`src/rtl/pmem_arbiter_if.sv`:
```
// -----------------------------------------------------------------------------
// pmem_arbiter_if
// Purpose : one physical-memory line port (request strobes, address, write
//           line, read line, completion pulse). The same bundle describes the
//           icache port, the dcache port and the memory/cacheline-adaptor port.
// Signals : read, write   request strobes (driven by the requester)
//           address       line address    (driven by the requester)
//           wdata         write-back line (driven by the requester)
//           rdata         returned line   (driven by the responder)
//           resp          completion pulse (driven by the responder)
// Modports: master - the side that issues requests (a cache, or the arbiter
//                    towards memory)
//           slave  - the side that services requests (memory, or the arbiter
//                    towards a cache)
// -----------------------------------------------------------------------------
interface pmem_arbiter_if #(
  parameter int ADDR_W = 32,
  parameter int LINE_W = 256
);
  logic              read;
  logic              write;
  logic [ADDR_W-1:0] address;
  logic [LINE_W-1:0] wdata;
  logic [LINE_W-1:0] rdata;
  logic              resp;

  modport master (output read, write, address, wdata, input rdata, resp);
  modport slave  (input read, write, address, wdata, output rdata, resp);
endinterface

```
`src/rtl/pmem_arbiter.sv`:
```
// -----------------------------------------------------------------------------
// pmem_arbiter
// Purpose : shares the single physical-memory line port between the icache
//           (read-only line fills) and the dcache (line fills and dirty
//           write-backs). One client owns memory for a whole transaction;
//           simultaneous requests are granted round-robin, icache first after
//           reset. Every transaction is followed by one IDLE cycle so the
//           memory strobes always drop between transactions.
// Ports   : clk     system clock (posedge)
//           rst_n   asynchronous active-low reset
//           i_pmem  icache port  (slave)  - read/address in, rdata/resp out
//           d_pmem  dcache port  (slave)  - read/write/address/wdata in,
//                                           rdata/resp out
//           mem     memory port  (master) - read/write/address/wdata out,
//                                           rdata/resp in
// Option  : PMEM_ARB_PERF_EN adds saturating 32-bit counters on outputs
//           perf_i_grants, perf_d_grants (entries into each grant state) and
//           perf_conflicts (IDLE cycles with both clients requesting).
// -----------------------------------------------------------------------------
module pmem_arbiter #(
  parameter int ADDR_W = 32,
  parameter int LINE_W = 256
) (
  input  logic           clk,
  input  logic           rst_n,
  pmem_arbiter_if.slave  i_pmem,
  pmem_arbiter_if.slave  d_pmem,
  pmem_arbiter_if.master mem
`ifdef PMEM_ARB_PERF_EN
  ,
  output logic [31:0]    perf_i_grants,
  output logic [31:0]    perf_d_grants,
  output logic [31:0]    perf_conflicts
`endif
);

  typedef enum logic [1:0] {IDLE, GNT_I, GNT_D} state_t;

  state_t            r_state;
  logic              r_last_gnt;   // 0: icache served last, 1: dcache served last
  logic [ADDR_W-1:0] r_addr;
  logic              r_wr;
  logic [LINE_W-1:0] r_wdata;
  logic              r_mem_read;
  logic              r_mem_write;
  logic [LINE_W-1:0] r_i_rdata;
  logic [LINE_W-1:0] r_d_rdata;

  logic w_req_i;
  logic w_req_d;
  logic w_pick_i;
  logic w_pick_d;
  logic w_i_resp;
  logic w_d_resp;
  logic w_unused;

  assign w_req_i  = i_pmem.read;
  assign w_req_d  = d_pmem.read | d_pmem.write;
  // On a tie the client that was not served last wins.
  assign w_pick_i = w_req_i & (~w_req_d | r_last_gnt);
  assign w_pick_d = w_req_d & (~w_req_i | ~r_last_gnt);

  // The icache never writes; its write-side signals are intentionally ignored.
  assign w_unused = ^{i_pmem.write, i_pmem.wdata};

  always_ff @(posedge clk or negedge rst_n) begin
    if (!rst_n) begin
      r_state     <= IDLE;
      r_last_gnt  <= 1'b1;
      r_addr      <= '0;
      r_wr        <= 1'b0;
      r_wdata     <= '0;
      r_mem_read  <= 1'b0;
      r_mem_write <= 1'b0;
      r_i_rdata   <= '0;
      r_d_rdata   <= '0;
    end else begin
      case (r_state)
        IDLE: begin
          // mem_resp arriving here belongs to nobody and is dropped.
          if (w_pick_i) begin
            r_state    <= GNT_I;
            r_addr     <= i_pmem.address;
            r_wr       <= 1'b0;
            r_wdata    <= '0;
            r_mem_read <= 1'b1;
          end else if (w_pick_d) begin
            // read+write together is a write-back: it must precede the refill.
            r_state     <= GNT_D;
            r_addr      <= d_pmem.address;
            r_wr        <= d_pmem.write;
            r_wdata     <= d_pmem.wdata;
            r_mem_read  <= ~d_pmem.write;
            r_mem_write <= d_pmem.write;
          end
        end
        GNT_I: begin
          if (mem.resp) begin
            r_state    <= IDLE;
            r_mem_read <= 1'b0;
            r_i_rdata  <= mem.rdata;
            r_last_gnt <= 1'b0;
          end
        end
        GNT_D: begin
          if (mem.resp) begin
            r_state     <= IDLE;
            r_mem_read  <= 1'b0;
            r_mem_write <= 1'b0;
            if (!r_wr) r_d_rdata <= mem.rdata;
            r_last_gnt  <= 1'b1;
          end
        end
        default: begin
          r_state     <= IDLE;
          r_mem_read  <= 1'b0;
          r_mem_write <= 1'b0;
        end
      endcase
    end
  end

  assign mem.read    = r_mem_read;
  assign mem.write   = r_mem_write;
  assign mem.address = r_addr;
  assign mem.wdata   = r_wdata;

  // Completion is passed through in the resp cycle; the line is forwarded
  // live in that cycle and held from the register afterwards.
  assign w_i_resp     = (r_state == GNT_I) & mem.resp;
  assign w_d_resp     = (r_state == GNT_D) & mem.resp;
  assign i_pmem.resp  = w_i_resp;
  assign d_pmem.resp  = w_d_resp;
  assign i_pmem.rdata = w_i_resp ? mem.rdata : r_i_rdata;
  assign d_pmem.rdata = (w_d_resp & ~r_wr) ? mem.rdata : r_d_rdata;

`ifdef PMEM_ARB_PERF_EN
  function automatic logic [31:0] sat_inc(input logic [31:0] v);
    return (v == 32'hFFFF_FFFF) ? v : v + 32'd1;
  endfunction

  logic [31:0] r_perf_i;
  logic [31:0] r_perf_d;
  logic [31:0] r_perf_c;

  always_ff @(posedge clk or negedge rst_n) begin
    if (!rst_n) begin
      r_perf_i <= '0;
      r_perf_d <= '0;
      r_perf_c <= '0;
    end else if (r_state == IDLE) begin
      if (w_pick_i)           r_perf_i <= sat_inc(r_perf_i);
      if (w_pick_d)           r_perf_d <= sat_inc(r_perf_d);
      if (w_req_i && w_req_d) r_perf_c <= sat_inc(r_perf_c);
    end
  end

  assign perf_i_grants  = r_perf_i;
  assign perf_d_grants  = r_perf_d;
  assign perf_conflicts = r_perf_c;
`endif

endmodule

```
`src/flat_wrapper.sv`:
```
// flat-port wrapper written by rule: the top's interface ports become plain ports
module pmem_arbiter_flat 
#(
  parameter int ADDR_W = 32,
  parameter int LINE_W = 256
)
  (clk, rst_n, i_pmem_read, i_pmem_write, i_pmem_address, i_pmem_wdata, i_pmem_rdata, i_pmem_resp, d_pmem_read, d_pmem_write, d_pmem_address, d_pmem_wdata, d_pmem_rdata, d_pmem_resp, mem_read, mem_write, mem_address, mem_wdata, mem_rdata, mem_resp);
  pmem_arbiter_if #(.ADDR_W(ADDR_W), .LINE_W(LINE_W)) i_pmem_i ();
  pmem_arbiter_if #(.ADDR_W(ADDR_W), .LINE_W(LINE_W)) d_pmem_i ();
  pmem_arbiter_if #(.ADDR_W(ADDR_W), .LINE_W(LINE_W)) mem_i ();
  input  logic clk;
  input  logic rst_n;
  input wire logic [$bits(i_pmem_i.read)-1:0] i_pmem_read;
  input wire logic [$bits(i_pmem_i.write)-1:0] i_pmem_write;
  input wire logic [$bits(i_pmem_i.address)-1:0] i_pmem_address;
  input wire logic [$bits(i_pmem_i.wdata)-1:0] i_pmem_wdata;
  output wire logic [$bits(i_pmem_i.rdata)-1:0] i_pmem_rdata;
  output wire logic [$bits(i_pmem_i.resp)-1:0] i_pmem_resp;
  input wire logic [$bits(d_pmem_i.read)-1:0] d_pmem_read;
  input wire logic [$bits(d_pmem_i.write)-1:0] d_pmem_write;
  input wire logic [$bits(d_pmem_i.address)-1:0] d_pmem_address;
  input wire logic [$bits(d_pmem_i.wdata)-1:0] d_pmem_wdata;
  output wire logic [$bits(d_pmem_i.rdata)-1:0] d_pmem_rdata;
  output wire logic [$bits(d_pmem_i.resp)-1:0] d_pmem_resp;
  output wire logic [$bits(mem_i.read)-1:0] mem_read;
  output wire logic [$bits(mem_i.write)-1:0] mem_write;
  output wire logic [$bits(mem_i.address)-1:0] mem_address;
  output wire logic [$bits(mem_i.wdata)-1:0] mem_wdata;
  input wire logic [$bits(mem_i.rdata)-1:0] mem_rdata;
  input wire logic [$bits(mem_i.resp)-1:0] mem_resp;
  assign i_pmem_i.read = i_pmem_read;
  assign i_pmem_i.write = i_pmem_write;
  assign i_pmem_i.address = i_pmem_address;
  assign i_pmem_i.wdata = i_pmem_wdata;
  assign i_pmem_rdata = i_pmem_i.rdata;
  assign i_pmem_resp = i_pmem_i.resp;
  assign d_pmem_i.read = d_pmem_read;
  assign d_pmem_i.write = d_pmem_write;
  assign d_pmem_i.address = d_pmem_address;
  assign d_pmem_i.wdata = d_pmem_wdata;
  assign d_pmem_rdata = d_pmem_i.rdata;
  assign d_pmem_resp = d_pmem_i.resp;
  assign mem_read = mem_i.read;
  assign mem_write = mem_i.write;
  assign mem_address = mem_i.address;
  assign mem_wdata = mem_i.wdata;
  assign mem_i.rdata = mem_rdata;
  assign mem_i.resp = mem_resp;
  pmem_arbiter #(.ADDR_W(ADDR_W), .LINE_W(LINE_W)) u_core (.clk(clk), .rst_n(rst_n), .i_pmem(i_pmem_i), .d_pmem(d_pmem_i), .mem(mem_i));
endmodule
```
`config.mk`:
```
export PLATFORM = sky130hd
export DESIGN_NAME = pmem_arbiter_flat
export DESIGN_NICKNAME = d
export VERILOG_FILES = /design/src/rtl/pmem_arbiter_if.sv /design/src/rtl/pmem_arbiter.sv /design/src/flat_wrapper.sv
export SDC_FILE = /design/constraint.sdc
export NUM_CORES = 1
export LEC_CHECK = 0
export CAP_MARGIN = 40
export CORE_AREA = 3 3 642 644
export DETAILED_ROUTE_END_ITERATION = 8
export DIE_AREA = 0 0 645 647
export REMOVE_ABC_BUFFERS = 1
export SKIP_LAST_GASP = 1
export SLEW_MARGIN = 10
export SYNTH_ARGS = -nofsm -noshare
export SYNTH_HDL_FRONTEND = slang
export SYNTH_SLANG_ARGS = --single-unit
export TNS_END_PERCENT = 10
```
`constraint.sdc`:
```
create_clock -name clk -period 4 [get_ports clk]
set_input_delay 1 -clock clk [delete_from_list [all_inputs] [get_ports clk]]
set_output_delay 1 -clock clk [all_outputs]
set_load 0.01 [all_outputs]
```
==> results.py <==
metrics = {
    "cells_and_area": {
        "multiInputGateArea_um2": 13600,
        "stdcell_area_um2": 60600,
        "synthToLayoutAreaGrowth_pct": 73.2,
        "num-fill-cells": 45311,
        "drive_above_1_share": 0.323,
        "seqCellArea_um2": 20200,
        "nets": 4518,
    },
    "pwr": {
        "power_frac_comb": 0.541,
        "power.switching_uw": 19700,
        "p_seq_frac": 0.273,
        "intPower_uw": 33300,
        "pwr-share-clk": 0.186,
        "leakage_uw": 0.0257,
        "vdd_drop_max_mv": 0.528,
        "switching_share": 0.372,
        "power_density_nw_per_um2": 876,
    },
    "setup_path": {
        "reg2regPathDepth": 11,
        "slowest_stage": "clkdlybuf4s50_1",
        "crit_buf_inv": 6,
        "critical_path_depth": 10,
        "cp_top_family": "buffers and inverters",
        "crit_path_max_fanout": 9,
        "rr_startpoint": "u_core.r_state[0]",
        "path_cells": "inv_2 -> ha_2 -> and2_4 -> nand2b_4 -> buf_12 -> buf_16 -> buf_16 -> buf_12 -> mux2_4 -> clkdlybuf4s50_1",
        "start_kind": "register",
        "reg2reg_slack_ns": 1.69,
        "crit_path_end_kind": "output port",
        "max_stage_delay_ns": 0.52,
        "path_class": "reg2out",
        "rr_endpoint": "u_core.r_d_rdata[203]",
        "cp.required_ns": 3.00,
        "crit_end": "d_pmem_rdata[71]",
        "startpoint": "u_core.r_state[0]",
        "cp_data_arrival_time_ns": 3.16,
    },
    "clock_network": {
        "cts_root_buf": "clkbuf_16",
        "clock_latency_ns": 0.83,
        "htree_levels": 3,
        "clkSlewWorstSetupHoldPaths_ns": 0.06,
        "cts.sinks": 806,
        "cts-hold-fix-buffers": 0,
        "cts_tree": "yes",
        "clockBufferDepth": 4,
        "numCtsBuffers": 107,
    },
    "hold_path": {
        "hp-class": "in2async",
    },
    "sta": {
        "fin_crit_sh": 1.04,
        "rsz0062_at_grt": "true",
        "slew_headroom": 0.459,
        "min_period_ns": 4.16,
        "setup_viol": 358,
        "fmax_mhz": 240,
        "tightest_slew_ns": 0.812,
        "setup_tns_ns": -28.35,
        "drv_slew": 0,
        "hold_violations": 0,
        "worst_slack_ns": -0.161,
        "fin_skew_ns": 0.0716,
    },
    "floorplanning": {
        "die-area_um2": 417000,
        "die_y_um": 647,
        "core-area_um2": 406000,
        "row_count": 234,
        "start_util": 0.0860,
        "ios": 1643,
        "die_w_um": 645,
    },
    "place": {
        "gp_congestion": 0.955,
        "port_buffers": 1385,
        "postPlaceCellArea_um2": 56100,
        "dp_hpwl_mm": 198,
    },
    "synth": {
        "syn-instance-count": 2155,
        "synth_top_area_frac": 0.576,
        "seq_area_frac_synth": 0.577,
        "ys_warn_count": 0,
        "post_synth.cell_area_avg_um2": 16.2,
        "syn_area_um2": 35000,
        "synth_area_leader_cell": "dfrtp_1",
        "synth_cell_types": 32,
        "ys_ff_latch": 806,
        "synth_area_leaders": "dfrtp_1 (58%), mux2_4 (21%), mux2_2 (9.3%)",
    },
    "global_route": {
        "grt-ovfl-total": 0,
        "grt_pass1_vias": 27145,
        "track_usage": 0.109,
        "antenna_found_initial": 123,
        "grt_pass1_wl_mm": 298,
        "grt_max_degree": 124,
    },
    "detailed_routing": {
        "viasPerCell": 2.81,
        "drc_errors": 0,
        "ant_nets": 0,
        "dr.first_iter.drc_count": 1279,
        "dr_total_vias": 25894,
        "first_pass_iters": 5,
        "wl_mm": 237,
        "avgRoutedWirePerCell_um": 25.7,
    },
    "outcome": {
        "violations": "negative setup slack",
        "status": "finished with violations",
    },
    "flow_run": {
        "drv_cap": 0,
    },
}
-- per-layer routing --
| layer | GRT usage | vias to the layer above | routed length, µm | part of all wire |
|---|---|---|---|---|
| li1 | - | 11023 | - | - |
| met1 | 0.0978 | 13112 | 73300 | 0.31 |
| met2 | 0.203 | 1249 | 125000 | 0.53 |
| met3 | 0.0459 | 458 | 22700 | 0.096 |
| met4 | 0.0628 | 52 | 16000 | 0.067 |
| met5 | 0 | - | 362 | 0.0015 |
-- how the worst min path moves through the flow --
stage / slack (ns) / endpoint / start / cells after the start
floorplan: 0.44 / u_core.r_wr / u_core.r_wr / 2
finish: 0.17 / u_core.r_i_rdata[63] / rst_n / 1
CTS: 0.08 / u_core.r_d_rdata[225] / rst_n / 1
global route: 0.08 / u_core.r_i_rdata[63] / rst_n / 1
global placement: 0.48 / u_core.r_wr / u_core.r_wr / 2
detailed placement: 0.48 / u_core.r_i_rdata[14] / u_core.r_i_rdata[14] / 1
-- cells in the mapped netlist --
cell type,n
a221oi_1,1
buf_4,41
o21ai_0,32
mux2i_1,1
a22o_1,257
buf_2,54
inv_1,6
inv_2,1
o22ai_1,1
a32o_1,1
mux2_2,288
dfrtp_1,805
o31a_1,1
o41ai_1,1
a31oi_1,32
a21o_1,2
mux2_4,480
o21bai_1,1
nand3_1,2
o31ai_1,1
a21bo_2,1
nand2_1,5
buf_6,53
o211a_1,1
ha_1,3
dfstp_2,1
nand2b_1,2
clkbuf_1,15
and2_2,1
a21oi_1,32
o21ba_2,1
nor2_1,32
-- layout by cell type (no fill, tap or decap), types with 3 or more instances in the layout --
cell type        count
clkdlybuf4s50_1   1252
dfrtp_1            805
mux2_4             480
mux2_2             288
a22o_1             257
buf_4              132
clkbuf_16          110
buf_12              50
diode_2             36
dlymetal6s2s_1      35
dlygate4sd2_1       34
o21ai_0             32
a31oi_1             32
nor2_1              32
a21oi_1             32
clkbuf_8            27
clkinv_2            22
clkbuf_2            20
buf_16              19
clkbuf_1            14
buf_2               10
buf_8                8
clkinvlp_4           6
bufbuf_16            6
buf_6                6
inv_1                4
nand2_1              4
bufinv_16            4
inv_8                3
inv_6                3
-- power groups by stage --
| stage | clock network (µW) | registers (µW) | logic, µW |
|---|---|---|---|
| detailed placement | 0 | 14500 | 29000 |
| floorplan | 0 | 14300 | 12100 |
| CTS | 10300 | 14500 | 29500 |
| global route | 10500 | 14900 | 30100 |
| finish | 9840 | 14500 | 28700 |
| global placement | 0 | 14400 | 28900 |
-- metrics by stage --
stage | util | hold WS [ns] | cells | total power (µW) | setup WS (ns)
after floorplan | - | 0.438 | 1992 | 26400 | -18.30
after global placement | 0.138 | 0.476 | 8943 | 43300 | -0.311
after detailed placement | 0.138 | 0.483 | 8950 | 43500 | -0.315
after CTS | 0.149 | 0.0848 | 9182 | 54200 | -0.396
after global routing | 0.149 | 0.0811 | 9213 | 55500 | -0.324
final | 0.149 | 0.174 | 9221 | 53000 | -0.161
-- repair_timing --
action	CTS	global route
endpoints found under the setup margin	505	484
gates cloned	10	2
setup buffers	32	1
gates resized for setup	123	88
-- area by class of cell --
class                           count  share of cell area
Clock inverter                     41             0.00632
Sequential cell                   806               0.333
Inverter                            7            0.000640
Timing Repair Buffer             1575               0.270
Tap cell                         5428               0.112
Multi-Input combinational cell   1179               0.224
Clock buffer                      149              0.0516
Antenna cell                       36             0.00149
-- registers in the layout, indices dropped and copies added, names as in the netlist --
register	count
u_core.r_i_rdata	256
u_core.r_wr	1
u_core.mem.write	1
u_core.mem.wdata	256
u_core.r_state	2
u_core.r_d_rdata	256
u_core.r_last_gnt	1
u_core.mem.read	1
u_core.mem.address	32
-- cells by family (layout without fill, tap and decap cells) --
kind of cell               count (synthesis)  in the layout  synth area share
and+or+nand+nor                           42             42           0.00483
other                                      0             36                 0
DFF                                      806            806             0.577
buffers and inverters                    170           1772            0.0360
AOI/OAI and AO/OA                        365            365            0.0822
muxes                                    769            769             0.299
adders and majority gates                  3              3           0.00107
Power figures use the tool's default switching activity.
